**config.mk**
```make
export PLATFORM = sky130hd
export DESIGN_NAME = pipe_control
export DESIGN_NICKNAME = d
export VERILOG_FILES = /design/src/rtl/pipe_control.sv
export SDC_FILE = /design/constraint.sdc
export NUM_CORES = 1
export LEC_CHECK = 0
export ABC_CLOCK_PERIOD_IN_PS = 3900
export CAP_MARGIN = 10
export CORE_MARGIN = 5
export CORE_UTILIZATION = 49
export CTS_CLUSTER_DIAMETER = 150
export CTS_CLUSTER_SIZE = 12
export DETAILED_ROUTE_END_ITERATION = 6
export PLACE_DENSITY = 0.69
export SLEW_MARGIN = 20
export SYNTH_ARGS = -nofsm -noshare
export SYNTH_HDL_FRONTEND = slang
export SYNTH_SLANG_ARGS = --single-unit
```
**constraint.sdc**
```tcl
create_clock -name CLK -period 3.9 [get_ports CLK]
set_clock_uncertainty 0.1 [all_clocks]
set_input_delay 0.78 -clock CLK [delete_from_list [all_inputs] [get_ports CLK]]
set_output_delay 0.78 -clock CLK [all_outputs]
set_load 0.02 [all_outputs]
```
**src/rtl/pipe_control.sv**
```systemverilog
// pipe_control: camera->filter->framebuffer pipeline controller.
// Debounced switches, camera start-up retry, frame-aligned apply/flush, threshold.
module pipe_control #(
    parameter int unsigned          N_STAGES     = 2,
    parameter int unsigned          THR_WIDTH    = 26,
    parameter logic [THR_WIDTH-1:0] THR_DEFAULT  = 26'd2000,
    parameter logic [THR_WIDTH-1:0] THR_STEP     = 26'd250,
    parameter logic [THR_WIDTH-1:0] THR_MIN      = 26'd0,
    parameter logic [THR_WIDTH-1:0] THR_MAX      = 26'd60000,
    parameter int unsigned          DB_CYCLES    = 2500000,
    parameter int unsigned          FLUSH_CYCLES = 16,
    parameter int unsigned          CFG_TIMEOUT  = 12500000
) (
    input  logic                 CLK,
    input  logic                 RST,
    input  logic [N_STAGES-1:0]  i_stage_sw,
    input  logic                 i_mode,
    input  logic                 i_inc,
    input  logic                 i_dec,
    input  logic                 i_freeze,
    input  logic                 i_sof,
    input  logic                 i_cfg_done,
    output logic                 o_cam_start,
    output logic [N_STAGES-1:0]  o_stage_en,
    output logic                 o_mode,
    output logic                 o_pipe_flush,
    output logic [THR_WIDTH-1:0] o_threshold,
    output logic                 o_thr_limit,
    output logic                 o_running
);
    localparam int NIN     = N_STAGES + 4;
    localparam int CFGW    = N_STAGES + 2;
    localparam int I_MODE  = N_STAGES;
    localparam int I_INC   = N_STAGES + 1;
    localparam int I_DEC   = N_STAGES + 2;
    localparam int I_FRZ   = N_STAGES + 3;
    localparam int DBW     = $clog2(DB_CYCLES + 1);
    localparam int CTW     = $clog2(CFG_TIMEOUT + 1);
    localparam int FLW     = $clog2(FLUSH_CYCLES + 1);
    localparam logic [DBW-1:0] DB_LAST  = DBW'(DB_CYCLES - 1);
    localparam logic [CTW-1:0] TMO_LAST = CTW'(CFG_TIMEOUT - 1);
    localparam logic [FLW-1:0] FL_LAST  = FLW'(FLUSH_CYCLES - 1);

    localparam logic [2:0] S_BOOT  = 3'd0;
    localparam logic [2:0] S_CFG   = 3'd1;
    localparam logic [2:0] S_RUN   = 3'd2;
    localparam logic [2:0] S_PEND  = 3'd3;
    localparam logic [2:0] S_FLUSH = 3'd4;

    logic [NIN-1:0]       w_raw;
    logic [NIN-1:0]       r_s1;
    logic [NIN-1:0]       r_s2;
    logic [NIN-1:0]       r_db;
    logic [DBW-1:0]       r_cnt [NIN];
    logic [1:0]           r_edge_d;
    logic [CFGW-1:0]      w_cfg;
    logic [2:0]           r_state;
    logic [2:0]           w_state_nx;
    logic [CFGW-1:0]      r_app;
    logic [CFGW-1:0]      w_app_nx;
    logic [CFGW-1:0]      r_pend;
    logic [CFGW-1:0]      w_pend_nx;
    logic [CTW-1:0]       r_tmo;
    logic [CTW-1:0]       w_tmo_nx;
    logic [FLW-1:0]       r_fcnt;
    logic [FLW-1:0]       w_fcnt_nx;
    logic                 w_cam_nx;
    logic                 r_cam;
    logic                 r_flush;
    logic                 r_run;
    logic                 w_inc_e;
    logic                 w_dec_e;
    logic [THR_WIDTH:0]   w_up;
    logic [THR_WIDTH:0]   w_dn;
    logic [THR_WIDTH-1:0] w_thr_nx;
    logic [THR_WIDTH-1:0] r_thr;
    logic                 r_lim;

    // freeze is kept as the top bit of the applied configuration
    assign w_raw = {i_freeze, i_dec, i_inc, i_mode, i_stage_sw};
    assign w_cfg = {r_db[I_FRZ], r_db[I_MODE:0]};

    // two-flop synchroniser for every raw board input
    always_ff @(posedge CLK) begin
        if (RST) begin
            r_s1 <= '0;
            r_s2 <= '0;
        end else begin
            r_s1 <= w_raw;
            r_s2 <= r_s1;
        end
    end

    // per-bit debounce: accept a new level after DB_CYCLES differing samples
    always_ff @(posedge CLK) begin
        if (RST) begin
            r_db <= '0;
            for (int i = 0; i < NIN; i++) r_cnt[i] <= '0;
        end else begin
            for (int i = 0; i < NIN; i++) begin
                if (r_s2[i] == r_db[i]) begin
                    r_cnt[i] <= '0;
                end else if (r_cnt[i] == DB_LAST) begin
                    r_db[i]  <= r_s2[i];
                    r_cnt[i] <= '0;
                end else begin
                    r_cnt[i] <= r_cnt[i] + DBW'(1);
                end
            end
        end
    end

    // next-state logic for start-up, change tracking and flush timing
    always_comb begin
        w_state_nx = r_state;
        w_app_nx   = r_app;
        w_pend_nx  = r_pend;
        w_tmo_nx   = r_tmo;
        w_fcnt_nx  = r_fcnt;
        w_cam_nx   = 1'b0;
        case (r_state)
            S_BOOT: begin
                w_state_nx = S_CFG;
                w_cam_nx   = 1'b1;
                w_tmo_nx   = '0;
            end
            S_CFG: begin
                if (i_cfg_done) begin
                    w_pend_nx  = w_cfg;
                    w_state_nx = S_PEND;
                end else if (r_tmo == TMO_LAST) begin
                    w_cam_nx = 1'b1;
                    w_tmo_nx = '0;
                end else begin
                    w_tmo_nx = r_tmo + CTW'(1);
                end
            end
            S_RUN: begin
                if (w_cfg != r_app) begin
                    w_pend_nx  = w_cfg;
                    w_state_nx = S_PEND;
                end
            end
            S_PEND: begin
                w_pend_nx = w_cfg;
                if (i_sof) begin
                    w_app_nx   = w_cfg;
                    w_fcnt_nx  = '0;
                    w_state_nx = S_FLUSH;
                end
            end
            S_FLUSH: begin
                if (r_fcnt == FL_LAST) w_state_nx = S_RUN;
                else w_fcnt_nx = r_fcnt + FLW'(1);
            end
            default: w_state_nx = S_BOOT;
        endcase
    end

    // control state and registered control outputs
    always_ff @(posedge CLK) begin
        if (RST) begin
            r_state <= S_BOOT;
            r_app   <= '0;
            r_pend  <= '0;
            r_tmo   <= '0;
            r_fcnt  <= '0;
            r_cam   <= 1'b0;
            r_flush <= 1'b1;
            r_run   <= 1'b0;
        end else begin
            r_state <= w_state_nx;
            r_app   <= w_app_nx;
            r_pend  <= w_pend_nx;
            r_tmo   <= w_tmo_nx;
            r_fcnt  <= w_fcnt_nx;
            r_cam   <= w_cam_nx;
            r_flush <= (w_state_nx == S_BOOT) || (w_state_nx == S_CFG) ||
                       (w_state_nx == S_FLUSH) || w_app_nx[CFGW-1];
            r_run   <= (w_state_nx == S_RUN) || (w_state_nx == S_PEND) ||
                       (w_state_nx == S_FLUSH);
        end
    end

    // threshold arithmetic one bit wider so overflow/underflow is visible
    assign w_inc_e = r_db[I_INC] & ~r_edge_d[0];
    assign w_dec_e = r_db[I_DEC] & ~r_edge_d[1];
    assign w_up    = {1'b0, r_thr} + {1'b0, THR_STEP};
    assign w_dn    = {1'b0, r_thr} - {1'b0, THR_STEP};

    // clamp the stepped value; simultaneous edges cancel
    always_comb begin
        w_thr_nx = r_thr;
        if (w_inc_e && !w_dec_e) begin
            if (w_up > {1'b0, THR_MAX}) w_thr_nx = THR_MAX;
            else w_thr_nx = w_up[THR_WIDTH-1:0];
        end else if (w_dec_e && !w_inc_e) begin
            if (w_dn[THR_WIDTH] || (w_dn < {1'b0, THR_MIN})) w_thr_nx = THR_MIN;
            else w_thr_nx = w_dn[THR_WIDTH-1:0];
        end
    end

    // threshold register, limit flag and button edge history
    always_ff @(posedge CLK) begin
        if (RST) begin
            r_thr    <= THR_DEFAULT;
            r_lim    <= (THR_DEFAULT == THR_MIN) || (THR_DEFAULT == THR_MAX);
            r_edge_d <= '0;
        end else begin
            r_thr    <= w_thr_nx;
            r_lim    <= (w_thr_nx == THR_MIN) || (w_thr_nx == THR_MAX);
            r_edge_d <= {r_db[I_DEC], r_db[I_INC]};
        end
    end

    assign o_cam_start  = r_cam;
    assign o_stage_en   = r_app[N_STAGES-1:0];
    assign o_mode       = r_app[I_MODE];
    assign o_pipe_flush = r_flush;
    assign o_threshold  = r_thr;
    assign o_thr_limit  = r_lim;
    assign o_running    = r_run;
endmodule

```
# Word-level counts from Yosys, hierarchy flattened
# Memories as Yosys holds them, arrays and structs flattened.
# Index checks and enable logic that the tools add are counted.
dict set report totals {
  register_bits 86
  latch_bits 0
  ram_bits 132
  mem_bits_ro 0
  input_bits 10
  output_inout_bits 33
  n_memories 1
}
# memory words width read_ports rd_clocked_by_memory_dff write_ports line
set memory_table {}
lappend memory_table {r_cnt 6 22 6 0 6 54} ;# logic [DBW-1:0] r_cnt [NIN];
dict set report classes {
  add_sub_neg 10
  multipliers 0
  div_mod_pow 0
  n_lt_le_gt_ge 2
  n_eq_ne 27
  n_shift 0
  n_mux 106
  bitwise 28
  reduce_logical 25
}
# operator count
set ops {}
lappend ops {{2-to-1 mux 22 bit} 18}
lappend ops {{adder 22 x 1 -> 22 bit (second input constant)} 6}
lappend ops {{equality test 22 bit (second input constant)} 6}
lappend ops {{2-to-1 mux 26 bit} 4}
lappend ops {{2-to-1 mux 1 bit} 70}
lappend ops {{2-to-1 mux 24 bit} 2}
lappend ops {{one-hot mux 24 bit (2 select lines)} 1}
lappend ops {{adder 26 x 8 -> 27 bit (second input constant)} 1}
lappend ops {{> comparator 27 x 16 -> 1 bit (second input constant)} 1}
lappend ops {{< comparator 27 x 1 -> 1 bit (second input constant)} 1}
lappend ops {{subtractor 26 x 8 -> 27 bit (second input constant)} 1}
lappend ops {{equality test 26 x 16 -> 1 bit (second input constant)} 1}
lappend ops {{logical NOT 26 bit} 1}
lappend ops {{adder 24 x 1 -> 24 bit (second input constant)} 1}
lappend ops {{equality test 24 bit (second input constant)} 1}
lappend ops {{OR 1 bit} 18}
lappend ops {{AND reduction 2 bit} 8}
lappend ops {{one-hot mux 3 bit (5 select lines)} 1}
lappend ops {{equality test 3 x 2 -> 1 bit (second input constant)} 4}
lappend ops {{2-to-1 mux 3 bit} 4}
lappend ops {{2-to-1 mux 5 bit} 2}
lappend ops {{one-hot mux 5 bit (2 select lines)} 1}
lappend ops {{2-to-1 mux 4 bit} 2}
lappend ops {{NOT 1 bit} 8}
lappend ops {{15 further kinds} 35}

# Longest topological paths before layout
dict set report depth {
  word_depth 8
  mapped_depth 12
  ltp_nobuf 10
}

# Worst setup path after synthesis
# OpenSTA, ideal clock, no wires.
dict set report synth_path {
  kind {register to register}
  start {register r_thr[1] (netlist: o_threshold[1])}
  end {register r_lim (netlist: o_thr_limit)}
  setup_time_ns 0.061
  arrival_ns 3.047
  t_required_ns 3.739
  path_slack_ns 0.692
  stages_incl_launch_ff 12
  path_buffers 1
  period_less_slack_ns 3.208
  cell_sequence {dfxtp_1 clkbuf_1 inv_1 ha_1 or3b_2 and4_1 a32o_1 o2bb2ai_1 nand2_1 or4_1 a32oi_1 and4_1}
}
dict set report synth_between {
  elab_chain_len 8
  word_cells_on_any_way 12
}
# element line
set synth_lines {}
lappend synth_lines {{start, declared} 76} ;# logic [THR_WIDTH-1:0] r_thr;
lappend synth_lines {{start signal, assigned} 210} ;# r_thr <= w_thr_nx;
lappend synth_lines {{subtractor 26 x 8 -> 27 bit} 189} ;# assign w_dn = {1'b0, r_thr} - {1'b0, THR_STEP};
lappend synth_lines {{< comparator 27 x 1 -> 1 bit} 198} ;# if (w_dn[THR_WIDTH] || (w_dn < {1'b0, THR_MIN})) w_thr_nx = THR_MIN;
lappend synth_lines {{logical OR 1 bit} 198}
lappend synth_lines {{2-to-1 mux 26 bit} 198}
lappend synth_lines {{2-to-1 mux 26 bit} 197} ;# end else if (w_dec_e && !w_inc_e) begin
lappend synth_lines {{2-to-1 mux 26 bit (*)} 194} ;# if (w_inc_e && !w_dec_e) begin
lappend synth_lines {{equality test 26 x 16 -> 1 bit / logical NOT 26 bit (equally long branches)} 211} ;# r_lim <= (w_thr_nx == THR_MIN) || (w_thr_nx == THR_MAX);
lappend synth_lines {{logical OR 1 bit (*)} 211}
lappend synth_lines {{end signal, assigned} 207} ;# r_lim <= (THR_DEFAULT == THR_MIN) || (THR_DEFAULT == THR_MAX);
lappend synth_lines {{end signal, assigned} 211}
lappend synth_lines {{end, declared} 77} ;# logic r_lim;
# Mark *: on every way between the ends. The rest lies on a longest branch, timed or not.
# A chain may end at the register's enable or synchronous reset.

# Worst setup path after layout
# Same ends and word-level chain as after synthesis.

==> impl_metrics.env <==
export IMPL_outcome="finished clean"
export IMPL_core_area_um2=24200
export IMPL_place_congestion=0.936
export IMPL_grt_pass1_wl_mm=41.1
export IMPL_hpwl_mm=16.9
export IMPL_syn_cell_area_um2=12000
export IMPL_finalCritPeriodShare=0.918
export IMPL_period_needed_ns=3.58
export IMPL_avgViaCountPerCell=5.28
export IMPL_wirelength_mm=24.0
export IMPL_synth_cells=1299
export IMPL_met1Wirelength_mm=11.3
export IMPL_async_reset_ff_frac=0
export IMPL_first_pass_iters=7
export IMPL_first_global_vias=8778
export IMPL_cts_setup_buffers=0
export IMPL_drtIter0Drc=669
export IMPL_synth_seq_cells=218
export IMPL_p_leak_nw=4.81
export IMPL_via_count=9486
export IMPL_power_density_nw_per_um2=341
export IMPL_clk_pin_slew_ns=0.06
export IMPL_syn_to_final_growth_pct=15.1
export IMPL_yosysSeqAreaShare=0.472
export IMPL_wl_met3_mm=1.16
export IMPL_ys_warn_count=0
export IMPL_final_hold_violation_count=0
export IMPL_diodes=0
export IMPL_insertion_delay_ns=0.50
export IMPL_synth_avg_cell_area_um2=9.26
export IMPL_worst_pin_slew_ns=0.752
export IMPL_ys_types=79
export IMPL_clockRootBuffer="clkbuf_16"
export IMPL_die_x_um=167
export IMPL_grt_max_degree=29
export IMPL_layout_setup_ws_ns=0.320
export IMPL_worst_setup_path_type="flop to flop"
export IMPL_tritoncts="built"
export IMPL_drv_cap=0
export IMPL_grt_overflow=0
export IMPL_start_kind="flop"
export IMPL_ir_drop_mv=0.336
export IMPL_clk_path_buf_depth=3
export IMPL_ys_flop_type="edfxtp_1"
export IMPL_cts_buffers=22
export IMPL_yosys_area_top_type_share=0.329
export IMPL_portBuffers=42
export IMPL_netlist_top_cells_area="edfxtp_1 33%, dfxtp_1 14%, nor2_1 7.4%"
export IMPL_endpoint_kind="flop"
export IMPL_synth_top_cell_by_area="edfxtp_1"
export IMPL_final_net_count=1477
export IMPL_worstPathRequired_ns=4.25
export IMPL_drt_antenna_violating_nets=0
export IMPL_cp_arrival_ns=3.93
export IMPL_fp_row_count=57
export IMPL_slew_headroom=0.499
export IMPL_setup_violations=0
export IMPL_antenna_found_initial=0
export IMPL_met2_length_mm=10.9
export IMPL_drc=0
export IMPL_wire_per_inst_um=13.4
export IMPL_highest_layer="met4"
export IMPL_drive_gt1_frac=0.0489
export IMPL_drv_slew=0
export IMPL_h_tree_depth=1
export IMPL_track_usage=0.170
export IMPL_ctsHoldBuffers=0
export IMPL_io_pins=43
export IMPL_fmaxAchievable_ghz=0.279
export IMPL_tns_ns=0
export IMPL_initial_utilization=0.496
export IMPL_rsz0062_at_grt="no"
export IMPL_die_h_um=167
export IMPL_die_area_um2=27800
export IMPL_pre_cts_ws_ns=0.308
export IMPL_synth_edf_count=132
export IMPL_cts_num_sinks=218
export IMPL_min_path_type="flop to flop"
export IMPL_cp_max_fo=12
[layout make-up]
cell class / count / area, µm²
timing repair buffer: 63 / 573
sequential: 218 / 5690
multi-input combinational: 1123 / 6440
inverter: 28 / 105
clock buffer: 38 / 632
clock inverter: 1 / 11.3
tap: 324 / 405
fill: 2191 / 10400
[cells in the mapped netlist, types with 26 or more instances]
master and count:
nor3_1 41, xnor2_1 67, or3_1 28, nand2_1 95, edfxtp_1 132, xor2_1 87, o21ai_0 26, and3_1 32
clkbuf_1 40, a21oi_1 40, nand4_1 36, inv_1 28, nand3_1 80, nor2_1 238, dfxtp_1 86
[cell families after synthesis]
kind of cell | count (synthesis) | share of synthesized area
AOI/OAI and AO/OA | 139 | 0.0763
muxes | 14 | 0.0117
DFF | 218 | 0.472
xor gates and xnor gates | 154 | 0.112
buffers and inverters | 89 | 0.0343
adders and majority gates | 11 | 0.0114
other | 1 | 0.000312
and+or+nand+nor | 673 | 0.281
[routing by layer]
layer  up-vias  track usage
met5         -            0
met4         0       0.0530
met3        54       0.0270
met2       233        0.276
met1      4375        0.234
li1       4824            -
[critical path, cell delays in order, from the launching register on]
cell      delay, ns
dfxtp_1        0.56
ha_1           0.49
nor2_1         0.14
a211o_1        0.34
nor2_1         0.28
xnor2_1        0.11
a2111o_1       0.43
o211ai_4       0.40
nand2_1        0.21
a32oi_1        0.28
and4_1         0.20
[report_power, final]
group          total, W  switching [W]  internal [W]  leakage [nW]
registers       0.00258      0.0000712       0.00251          2.06
clock network   0.00196       0.000857       0.00110         0.307
logic          0.000189       0.000113     0.0000764          2.45
total           0.00473        0.00104       0.00369          4.81
[worst paths after layout]
check | startpoint | to | slack [ns] | depth (start not counted)
worst min-delay path | r_s1[5]$_SDFF_PP0_ | r_s2[5]$_SDFF_PP0_ | 0.33 | 1
worst max register to register | o_threshold[1]$_SDFF_PP0_ | o_thr_limit$_SDFF_PP0_ | 0.32 | 10
worst min register to register | r_s1[5]$_SDFF_PP0_ | r_s2[5]$_SDFF_PP0_ | 0.33 | 1
worst max-delay path | o_threshold[1]$_SDFF_PP0_ | o_thr_limit$_SDFF_PP0_ | 0.32 | 10
[flip-flops by register name, indices dropped and copies added, names as in the netlist]
register / cells
o_thr_limit: 1
o_cam_start: 1
o_pipe_flush: 1
r_state: 3
r_s1: 6
r_s2: 6
r_app: 4
o_threshold: 26
r_fcnt: 5
r_db: 6
r_cnt: 132
o_running: 1
r_tmo: 24
r_edge_d: 2
[what timing repair did]
| action | 4_1_cts | 5_1_grt |
|---|---|---|
| hold endpoints to repair | 0 | 0 |
| setup endpoints to repair | 0 | 3 |
| resized for setup | 0 | 2 |
[layout by cell type, fill, tap and decap left out, types with 11 or more instances in the layout]
| master | n |
|---|---|
| or3_1 | 28 |
| nor2b_1 | 22 |
| a31oi_1 | 11 |
| nor2_1 | 238 |
| ha_1 | 11 |
| xnor2_1 | 67 |
| clkbuf_1 | 15 |
| nor4b_1 | 14 |
| nand4_1 | 36 |
| xor2_1 | 87 |
| o21ai_0 | 26 |
| nor3_1 | 41 |
| a21oi_1 | 40 |
| clkbuf_16 | 23 |
| conb_1 | 132 |
| clkdlybuf4s50_1 | 41 |
| dfxtp_1 | 86 |
| inv_1 | 28 |
| edfxtp_1 | 132 |
| nand3_1 | 80 |
| buf_4 | 21 |
| and3_1 | 32 |
| nor4_1 | 20 |
| nand2b_1 | 12 |
| nand2_1 | 95 |
| mux2i_1 | 13 |
[through the flow]
step / hold slack [ns] / instance area, µm² / std cells / power (W) / util
after detailed placement: 0.324 / 13200 / 1756 / 0.00282 / 0.544
after CTS: 0.339 / 13800 / 1795 / 0.00479 / 0.571
final: 0.334 / 13900 / 1795 / 0.00473 / 0.571
after global placement: 0.323 / 13200 / 1756 / 0.00282 / 0.544
after floorplan: 0.314 / 12500 / 1430 / 0.00276 / -
after global routing: 0.357 / 13900 / 1795 / 0.00493 / 0.571
Power figures use the tool's default switching activity.
==> RTL edit (config.mk and constraints unchanged) <==
Set the parameter `CFG_TIMEOUT` to 6250000 (it was 12500000).
--- a/src/rtl/pipe_control.sv
+++ b/src/rtl/pipe_control.sv
@@ -9,7 +9,7 @@
     parameter logic [THR_WIDTH-1:0] THR_MAX      = 26'd60000,
     parameter int unsigned          DB_CYCLES    = 2500000,
     parameter int unsigned          FLUSH_CYCLES = 16,
-    parameter int unsigned          CFG_TIMEOUT  = 12500000
+    parameter int unsigned          CFG_TIMEOUT  = 6250000
 ) (
     input  logic                 CLK,
     input  logic                 RST,
Function: same outputs for any inputs over 4 cycles, from zero or initial values and one cycle with RST high; that may be too few to reach the edited logic, so the function may still have changed.
==> RTL edit against the unedited design <==
  * Hold slack got worse by 0.0022 ns
  * Power decreased by 0.51%
  * Area after synthesis decreased by 2.3%
  * Count of clock-buffer cells in the layout unchanged
  * Cell area decreased by 2.3%
  * Setup slack improved by 0.18 ns
  * Fmax increased by 5.4%
  * Wire length increased by 1.2%
  * Sequential cell count decreased by 1
  * Non-clock buffer count decreased by 13
  * Critical path type unchanged
==> RTL edit: results (changes against the unedited design) <==
The register-to-register setup slack came out at 0.50 ns (was 0.32 ns). The placer's final routability congestion estimate was 0.9462 (was 0.9363); the sequential area share after synthesis was 48.19% (was 47.25%). The complex-gate fraction of the synthesized area is 6.758% (was 7.632%), and the worst setup slack before clock tree synthesis is 0.5805 ns (was 0.3075 ns).

For the leakage power figure, the log shows 0.004687 uW (was 0.004814 uW). The minimum clock period after layout was 3.395 ns (was 3.580 ns); the net total in the final layout was 1431 (was 1477). The number of vias in the routed layout is 9174 (was 9486), and the global-route total usage across every layer is 18.12% (was 16.95%).

For the via count of the first global-routing pass, the log shows 8781 (was 8778). The type of the worst setup path was flip-flop to flip-flop (unchanged). The run finished with clean final reports.

The first-pass iteration count of the detailed router is 5 (was 7), and the routed wirelength normalized by instance count is 13.91 um (was 13.37 um). The global-route track usage on met3 was 3.394% (was 2.702%). The met1 routing resource usage after global routing came out at 24.37% (was 23.44%). Largest register by flop count: r_cnt (unchanged). The worst IR drop on VDD is 0.3325 mV (was 0.3364 mV), and the post-synthesis share of cell area spent on xor and xnor gates is 11.47% (was 11.21%).

Most frequent cells after synthesis: nor2_1, edfxtp_1, xor2_1 (was nor2_1, edfxtp_1, nand2_1). The wire length of the first global-routing pass was 41430 um (was 41120 um); the filler cell count was 2149 (was 2191). Synth area leaders: edfxtp_1, dfxtp_1, nor2_1 (unchanged). The total of cells resized after clock tree synthesis was 0 (unchanged).

The met3 wire length came out at 1153 um (was 1161 um). The tools report the final antenna diode count as 0 (unchanged). The cell with the largest stage delay on the worst path was or4_4 (was dfxtp_1).

The adder-cell share of the synthesized area was 1.171% (was 1.144%). The number of instances on the worst hold path was 1 (unchanged); the number of antenna violations at the first check in global routing was 0 (unchanged). Met2 usage in global routing: 30.34% (was 27.57%). The source of the worst hold timing path was r_s1[1] (was r_s1[5]).

The number of cells in the finished layout apart from fillers came out at 1745 (was 1795). For the arrival time reported for the critical path endpoint, the log shows 3.69 ns (was 3.93 ns). The layout cell share with drive strength beyond 1 is 4.067% (was 4.895%). The end point of the most critical hold path is r_s2[1] (was r_s2[5]).

The logs give 12900 um^2 (was 13200 um^2) for the total placed instance area and 23 (was 29) for the pin count of the biggest net entering global routing. The number of distinct library cells after synthesis was 72 (was 79); the cell depth of the worst flop-to-flop path was 10 (unchanged). The met1 wire length is 11410 um (was 11270 um), and the per-instance average area after synthesis is 9.330 um^2 (was 9.263 um^2). For the clock latency reported for the late side of the worst-skew pair, the log shows 0.50 ns (about the same). The final HPWL from detailed placement is 17130 um (was 16930 um). The relative max-transition margin is 40.28% (was 49.89%), and the multiplexer share of the synthesized area is 1.235% (was 1.175%).

For the post-route worst hold slack, the log shows 0.3319 ns (was 0.3341 ns). The violation count after the first detailed-route iteration came out at 711 (was 669). The routed length on met2 is 11250 um (was 10870 um). The worst stage delay on the critical path came out at 0.48 ns (was 0.56 ns).
==> RTL edit: cell count changes in the layout (fill, tap and decap cells not counted), sizes merged, moves of 8 or more <==
cell   delta
and2      +8
buf      -13
nand4     +8
or3      -12
xnor2    -14
xor2     +14
==> RTL edit: layout make-up <==
type / count / area [um^2] / share of cell area [%]
Multi-Input combinational cell: 1095 / 6267 / 46.30
Clock buffer: 38 / 610.6 / 4.511
Inverter: 24 / 90.09 / 0.6656
Tap cell: 319 / 399.1 / 2.949
Sequential cell: 217 / 5665 / 41.86
Clock inverter: 2 / 27.53 / 0.2034
Timing Repair Buffer: 50 / 475.5 / 3.513
==> RTL edit: power breakdown <==
| part | internal [uW] | leakage, uW | switching (uW) |
|---|---|---|---|
| logic | 74.4 | 0.00233 | 117 |
| clock network | 1070 | 0.000303 | 872 |
| registers | 2500 | 0.00205 | 70.5 |
| total | 3650 | 0.00469 | 1060 |
